`src/rtl/mem_bus_pkg.sv`:
```
// mem_bus_pkg
// Shared definitions for the two-requester Avalon memory bus arbiter:
// FSM state encoding, requester identifiers and the default abort timeout.
package mem_bus_pkg;

  // Arbiter FSM states
  typedef enum logic [1:0] {
    ST_IDLE  = 2'd0,
    ST_ISSUE = 2'd1,
    ST_RESP  = 2'd2
  } state_t;

  // Requester identifiers (also the round-robin pointer encoding)
  localparam logic REQ_IF = 1'b0;  // instruction fetch
  localparam logic REQ_D  = 1'b1;  // data

  // Default number of waitrequest-high cycles before a transaction aborts
  localparam int TIMEOUT_CYCLES_DEFAULT = 255;

endpackage : mem_bus_pkg

```
`src/rtl/mem_bus_arbiter_rr.sv`:
```
// rr_arbiter2
// Combinational two-way round-robin grant with a registered "last granted"
// pointer. When both requests are high the requester not granted last wins;
// a single request always wins. The pointer resets to REQ_D so that fetch
// is favoured on the first contended grant after reset.
// Ports:
//   clk, reset    : clock, asynchronous active-high reset
//   i_req[1:0]    : bit 0 = fetch request, bit 1 = data request
//   i_update      : load the pointer with i_update_id at the next edge
//   i_update_id   : requester that was just served
//   o_valid       : at least one request is present
//   o_gnt_id      : winning requester (valid when o_valid)
module rr_arbiter2
  import mem_bus_pkg::*;
(
  input  logic       clk,
  input  logic       reset,
  input  logic [1:0] i_req,
  input  logic       i_update,
  input  logic       i_update_id,
  output logic       o_valid,
  output logic       o_gnt_id
);

  logic r_last_id;

  // Round-robin pointer: remembers the most recently served requester
  always_ff @(posedge clk or posedge reset) begin
    if (reset) begin
      r_last_id <= REQ_D;
    end else if (i_update) begin
      r_last_id <= i_update_id;
    end else begin
      r_last_id <= r_last_id;
    end
  end

  // Grant selection; the pointer only breaks ties
  always_comb begin
    o_valid  = 1'b0;
    o_gnt_id = REQ_IF;
    case (i_req)
      2'b01: begin
        o_valid  = 1'b1;
        o_gnt_id = REQ_IF;
      end
      2'b10: begin
        o_valid  = 1'b1;
        o_gnt_id = REQ_D;
      end
      2'b11: begin
        o_valid  = 1'b1;
        o_gnt_id = ~r_last_id;
      end
      default: begin
        o_valid  = 1'b0;
        o_gnt_id = REQ_IF;
      end
    endcase
  end

endmodule : rr_arbiter2

```
`src/rtl/mem_bus_arbiter.sv`:
```
// mem_bus_arbiter
// Arbitrates an instruction-fetch requester (read-only) and a data requester
// onto a single Avalon-MM master port. IDLE picks a winner and loads the bus
// registers, ISSUE holds the command until waitrequest falls or a timeout
// expires, RESP pulses the requester's ack and advances the round-robin.
// Ports:
//   clk, reset                        : clock, asynchronous active-high reset
//   if_req, if_address                : fetch request / byte address
//   d_req, d_address, d_write,
//   d_writedata, d_byteenable         : data request and write payload
//   if_ack, d_ack                     : one-cycle completion pulses
//   rdata, err                        : read result / timeout flag (with ack)
//   address, read, write, writedata,
//   byteenable                        : registered Avalon master outputs
//   waitrequest, readdata             : Avalon slave response
//   if_count, d_count                 : wrapping completed-grant counters
module mem_bus_arbiter
  import mem_bus_pkg::*;
#(
  parameter int TIMEOUT_CYCLES = TIMEOUT_CYCLES_DEFAULT
) (
  input  logic        clk,
  input  logic        reset,
  input  logic        if_req,
  input  logic [31:0] if_address,
  input  logic        d_req,
  input  logic [31:0] d_address,
  input  logic        d_write,
  input  logic [31:0] d_writedata,
  input  logic [3:0]  d_byteenable,
  output logic        if_ack,
  output logic        d_ack,
  output logic [31:0] rdata,
  output logic        err,
  output logic [31:0] address,
  output logic        read,
  output logic        write,
  output logic [31:0] writedata,
  output logic [3:0]  byteenable,
  input  logic        waitrequest,
  input  logic [31:0] readdata,
  output logic [15:0] if_count,
  output logic [15:0] d_count
);

  localparam logic [7:0] TIMEOUT_LIM = TIMEOUT_CYCLES[7:0];

  state_t      r_state;
  logic        r_gnt_id;
  logic [7:0]  r_wait_cnt;
  logic [31:0] r_address;
  logic        r_read;
  logic        r_write;
  logic [31:0] r_writedata;
  logic [3:0]  r_byteenable;
  logic [31:0] r_rdata;
  logic        r_if_ack;
  logic        r_d_ack;
  logic        r_err;
  logic [15:0] r_if_count;
  logic [15:0] r_d_count;

  state_t      w_state_nx;
  logic        w_gnt_id_nx;
  logic [7:0]  w_wait_nx;
  logic [7:0]  w_wait_inc;
  logic [31:0] w_address_nx;
  logic        w_read_nx;
  logic        w_write_nx;
  logic [31:0] w_writedata_nx;
  logic [3:0]  w_byteenable_nx;
  logic [31:0] w_rdata_nx;
  logic        w_if_ack_nx;
  logic        w_d_ack_nx;
  logic        w_err_nx;
  logic [15:0] w_if_count_nx;
  logic [15:0] w_d_count_nx;
  logic        w_finish;
  logic        w_arb_valid;
  logic        w_arb_id;
  logic        w_rr_update;

  rr_arbiter2 u_rr (
    .clk         (clk),
    .reset       (reset),
    .i_req       ({d_req, if_req}),
    .i_update    (w_rr_update),
    .i_update_id (r_gnt_id),
    .o_valid     (w_arb_valid),
    .o_gnt_id    (w_arb_id)
  );

  assign w_wait_inc = r_wait_cnt + 8'd1;

  // FSM state register
  always_ff @(posedge clk or posedge reset) begin
    if (reset) begin
      r_state <= ST_IDLE;
    end else begin
      r_state <= w_state_nx;
    end
  end

  // Next-state and next-value logic for all datapath registers
  always_comb begin
    w_state_nx      = r_state;
    w_gnt_id_nx     = r_gnt_id;
    w_wait_nx       = r_wait_cnt;
    w_address_nx    = r_address;
    w_read_nx       = r_read;
    w_write_nx      = r_write;
    w_writedata_nx  = r_writedata;
    w_byteenable_nx = r_byteenable;
    w_rdata_nx      = r_rdata;
    w_if_ack_nx     = 1'b0;
    w_d_ack_nx      = 1'b0;
    w_err_nx        = 1'b0;
    w_if_count_nx   = r_if_count;
    w_d_count_nx    = r_d_count;
    w_finish        = 1'b0;
    w_rr_update     = 1'b0;

    case (r_state)
      ST_IDLE: begin
        if (w_arb_valid) begin
          w_state_nx  = ST_ISSUE;
          w_gnt_id_nx = w_arb_id;
          w_wait_nx   = 8'd0;
          if (w_arb_id == REQ_D) begin
            w_address_nx    = d_address;
            w_writedata_nx  = d_writedata;
            w_byteenable_nx = d_byteenable;
            w_read_nx       = ~d_write;
            w_write_nx      = d_write;
          end else begin
            w_address_nx    = if_address;
            w_writedata_nx  = 32'd0;
            w_byteenable_nx = 4'b1111;
            w_read_nx       = 1'b1;
            w_write_nx      = 1'b0;
          end
        end else begin
          w_read_nx  = 1'b0;
          w_write_nx = 1'b0;
        end
      end

      ST_ISSUE: begin
        if (!waitrequest) begin
          w_finish = 1'b1;
          // Only reads overwrite the returned data
          if (r_read) begin
            w_rdata_nx = readdata;
          end else begin
            w_rdata_nx = r_rdata;
          end
        end else if (w_wait_inc == TIMEOUT_LIM) begin
          w_finish   = 1'b1;
          w_wait_nx  = w_wait_inc;
          w_rdata_nx = 32'hFFFF_FFFF;
          w_err_nx   = 1'b1;
        end else begin
          w_wait_nx = w_wait_inc;
        end

        // Ack and counter are registered on the way into RESP so they are
        // visible during the RESP cycle itself
        if (w_finish) begin
          w_state_nx = ST_RESP;
          w_read_nx  = 1'b0;
          w_write_nx = 1'b0;
          if (r_gnt_id == REQ_D) begin
            w_d_ack_nx   = 1'b1;
            w_d_count_nx = r_d_count + 16'd1;
          end else begin
            w_if_ack_nx   = 1'b1;
            w_if_count_nx = r_if_count + 16'd1;
          end
        end else begin
          w_state_nx = ST_ISSUE;
        end
      end

      ST_RESP: begin
        w_state_nx  = ST_IDLE;
        w_rr_update = 1'b1;
        w_read_nx   = 1'b0;
        w_write_nx  = 1'b0;
      end

      default: begin
        w_state_nx = ST_IDLE;
        w_read_nx  = 1'b0;
        w_write_nx = 1'b0;
      end
    endcase
  end

  // Bus, response and counter registers
  always_ff @(posedge clk or posedge reset) begin
    if (reset) begin
      r_gnt_id     <= REQ_IF;
      r_wait_cnt   <= 8'd0;
      r_address    <= 32'd0;
      r_read       <= 1'b0;
      r_write      <= 1'b0;
      r_writedata  <= 32'd0;
      r_byteenable <= 4'd0;
      r_rdata      <= 32'd0;
      r_if_ack     <= 1'b0;
      r_d_ack      <= 1'b0;
      r_err        <= 1'b0;
      r_if_count   <= 16'd0;
      r_d_count    <= 16'd0;
    end else begin
      r_gnt_id     <= w_gnt_id_nx;
      r_wait_cnt   <= w_wait_nx;
      r_address    <= w_address_nx;
      r_read       <= w_read_nx;
      r_write      <= w_write_nx;
      r_writedata  <= w_writedata_nx;
      r_byteenable <= w_byteenable_nx;
      r_rdata      <= w_rdata_nx;
      r_if_ack     <= w_if_ack_nx;
      r_d_ack      <= w_d_ack_nx;
      r_err        <= w_err_nx;
      r_if_count   <= w_if_count_nx;
      r_d_count    <= w_d_count_nx;
    end
  end

  assign address    = r_address;
  assign read       = r_read;
  assign write      = r_write;
  assign writedata  = r_writedata;
  assign byteenable = r_byteenable;
  assign rdata      = r_rdata;
  assign if_ack     = r_if_ack;
  assign d_ack      = r_d_ack;
  assign err        = r_err;
  assign if_count   = r_if_count;
  assign d_count    = r_d_count;

endmodule : mem_bus_arbiter

```
`config.mk`:
```
export PLATFORM = sky130hd
export DESIGN_NAME = mem_bus_arbiter
export DESIGN_NICKNAME = d
export VERILOG_FILES = /design/src/rtl/mem_bus_pkg.sv /design/src/rtl/mem_bus_arbiter_rr.sv /design/src/rtl/mem_bus_arbiter.sv
export SDC_FILE = /design/constraint.sdc
export NUM_CORES = 1
export LEC_CHECK = 0
export CAP_MARGIN = 25
export CORE_ASPECT_RATIO = 2
export CORE_UTILIZATION = 47
export CTS_BUF_LIST = sky130_fd_sc_hd__clkbuf_4 sky130_fd_sc_hd__clkbuf_8
export CTS_CLUSTER_DIAMETER = 50
export DETAILED_ROUTE_END_ITERATION = 10
export PLACE_DENSITY_LB_ADDON = 0.05
export SLEW_MARGIN = 20
export SYNTH_ARGS = -nofsm -noshare
export SYNTH_HDL_FRONTEND = slang
export SYNTH_SLANG_ARGS = --single-unit
```
`constraint.sdc`:
```
create_clock -name clk -period 8.2 [get_ports clk]
set_input_delay 2.05 -clock clk [delete_from_list [all_inputs] [get_ports clk]]
set_output_delay 2.05 -clock clk [all_outputs]
set_load 0.01 [all_outputs]
```
==> results.txt <==
* Post-route DRC: 27
- RSZ-0062 raised after global routing: false
* Count of cell types in the netlist: between 50 and 60
- Highest-count cells in the layout ignoring fill and taps: clkdlybuf4s50_1 (274), dfrtp_1 (148), nand2_1 (59), o21ai_0 (42), o22a_1 (36)
- After clock tree synthesis, the setup repair step added 0 buffers.
- Setup violations remaining at the end of the flow were counted as 0.
- WL final: around 17 mm
* Leading cell type in the layout, fill and taps excluded: clkdlybuf4s50_1
- The first detailed-routing pass took 7 iterations.
- The analysis attributes to cell leakage a power of roughly 0.0041 µW.
* Quantity of I/O buffers inserted on ports: between 200 and 300
- 0 antenna diodes ended up in the layout.
* First-pass GRT wire length: about 27 mm
- The final-report max-slew violation count was 0.
- The final critical path takes up about 47% of the cycle.
- Clock-pin slew was measured on the worst setup and hold paths at 0.08 ns.
* Initial antenna violation count: 0
- Sequential fraction of the synthesis area: between 50% and 60%
- Site row count: 59
- Clock latency at the later pin of the worst-skew pair: about 0.44 ns
- Net count of the mapped netlist: between 600 and 700
- Largest net degree at the start of global routing: around 80
- Ports: roughly 280
- Post-DP HPWL: around 13 mm
* Yosys warnings: 0
* Die Y: approximately 170 µm
- Worst rel slew slack: roughly a third
* Slack of the worst reg-to-reg path: approximately 5.2 ns
- Required arrival time at the worst endpoint: 8.51 ns
* Routed vias/inst: between 5 and 6
- In this run the horizontal extent of the chip is 84.1 µm.
- Per-instance average area after synthesis: between 10 and 15 µm²
* Post-CTS Hold Fix Bufs: 0
- Violated checks: DRC
- Fin. Hold Viols: 0
* Die area: around 0.014 mm²
- In this run the number of H-tree levels came out at 4.
* Maximum clock path buffer count: 2
- Weighted congestion at the end of routability-driven global placement: 0.850
- Final critical path time including I/O delays and setup: roughly 3.9 ns
* Type of element launching the critical path: primary input
- Crit path max fanout: 21
- Data on the critical path arrives at its endpoint at between 4 and 5 ns.
- Fill cell instance count of the final layout: about 930
* Initial cell density of the core: about half
- Setup TNS after final layout: 0 ns
* Max Clock Skew: about 0.016 ns
- Across the VDD grid, the largest voltage drop is about 170 µV.
- Global router's overall resource usage: roughly a quarter
- The cell count after synthesis came out at 530.
- The run finished, with violations left.
- The tree is rooted in a clkbuf_8.
- Of the cells placed in the final design, the portion with a size suffix greater than 1 is 8.43%.
- Number of global-route vias before repair: between 5k and 6k
- After detailed routing, the average wire length per cell comes to ~18 µm.
- Growth of design area from synthesis to finish: 51.6%
- Clock sink total: between 100 and 150
- Startpoint-to-endpoint class of the critical path: primary input to register
- TritonCTS clock tree: built
* Cell area after synthesis: about 0.0063 mm²
* Via count: between 5k and 6k
- Power density over cell area: roughly 310 mW/mm²
* Transition time at the pin with the least slew margin: 0.993 ns
- After the first detailed-routing iteration, the DRC count stood at 295.
- Timing-limited maximum frequency: between 200 and 300 MHz
* Total congestion overflow after global routing: 0
* Core Region: between 0.01 and 0.015 mm²
- In this run the remaining antenna-violating nets after routing total 0.
* Placed Area: slightly above 0.009 mm²
- Nets@finish: around 940
- Category of the worst setup path capture point: register
- Overall power consumption after layout is estimated at between 3000 and 4000 µW.
- Synthesis-stage register bit count: 149
* Max-cap violations: 0
* Type of the tightest min-delay check: register to register
* Number of clock buffers inserted by TritonCTS: 17
- Summing all non-filler instances in the final layout gives an area of 0.00961 mm².
* Quantity of gates resized following cts: 0
## metrics by stage
stage               cells  utilization, %  setup slack, ns  hold slack, ns
floorplan             530               -             2.14           0.485
global placement      925            70.3             4.00           0.461
detailed placement    926            70.4             3.90           0.470
CTS                   958            73.4             4.38           0.482
global route          959            73.6             4.19           0.493
finish                959            73.6             4.32           0.477
## metal layers
| metal | vias up | wire [µm] | part of all wire [%] | GRT usage (%) |
|---|---|---|---|---|
| met5 | - | 0 | 0 | 0 |
| met4 | 0 | 824 | 4.8 | 13.8 |
| met3 | 54 | 1280 | 7.5 | 8.50 |
| met2 | 245 | 9170 | 54 | 44.2 |
| met1 | 2519 | 5820 | 34 | 24.8 |
| li1 | 2450 | - | - | - |
## state kept, by name, summed over array words and instances (netlist names), 2 cells and up
signal      flops
rdata          32
byteenable      4
address        32
if_count       16
r_state         2
d_count        16
r_wait_cnt      8
writedata      32
## final cells by class
cell class	instances	area (µm²)	area share (%)
tap	152	190	1.98
timing repair buffer	280	2800	29.2
clock inverter	15	156	1.63
inverter	5	23.8	0.247
multi-input combinational	341	2470	25.7
sequential	149	3730	38.8
clock buffer	17	234	2.43
## cells by family after synthesis
| family | Yosys count | share of synthesized area [%] |
|---|---|---|
| xor gates and xnor gates | 31 | 4.28 |
| adders and majority gates | 4 | 0.790 |
| muxes | 36 | 5.74 |
| buffers and inverters | 40 | 2.68 |
| DFF | 149 | 58.8 |
| AOI/OAI and AO/OA | 130 | 14.9 |
| and+or+nand+nor | 140 | 12.7 |
## final timing paths
kind,from,endpoint,cells past startpoint
min in group asynchronous,reset,writedata[15],2
worst min register to register,if_count[15],if_count[15],1
worst max-delay path,waitrequest,d_count[1],5
max in group asynchronous,reset,d_count[14],4
worst max register to register,r_wait_cnt[0],d_count[1],7
worst min-delay path,if_count[15],if_count[15],1
## cell usage after synthesis (all sizes together)
library cell  count  area [µm²]
clkbuf           24        90.1
xor2             29         254
nor2             11        43.8
nand3            13        70.1
o211ai            1        7.51
a22o             32         280
nor4b             4        60.1
a21oi             5        28.8
xnor2             2        17.5
dfrtp           148        3700
a21o              1        7.51
and3              3        18.8
a21boi            3        26.3
nand3b            2        18.8
mux2              3        33.8
a32o              1        10.0
a31oi             3        18.8
nand2b            1        6.26
nand4             9        56.3
mux2i            33         330
nor4             11         138
or3b              1        8.76
o41ai             2        17.5
o21a              1        7.51
and4              1        8.76
dfstp             1        26.3
inv               5        18.8
nand4b            2        17.5
nor2b             2        12.5
or2               2        12.5
ha                4        50.1
o21ai            43         215
buf              11        61.3
o22ai             2        12.5
and2              1        6.26
nor3b             2        20.0
or3               3        18.8
nand2            59         221
o22a             36         315
nor3             12        60.1
or4               1        7.51
## worst max-delay path, cell delays in order
cell and delay [ns]:
clkdlybuf4s50_1 0.56, nand4_1 0.19, nand2_1 0.52, nor3b_2 0.51
mux2_1 0.36
## power breakdown
group,internal (µW),total (µW),leakage [µW],switching [µW]
combinational,701,1250,0.00206,547
clock,254,561,0.000202,307
sequential,1010,1200,0.00186,189
No activity file was read; power rests on OpenSTA's default activity.
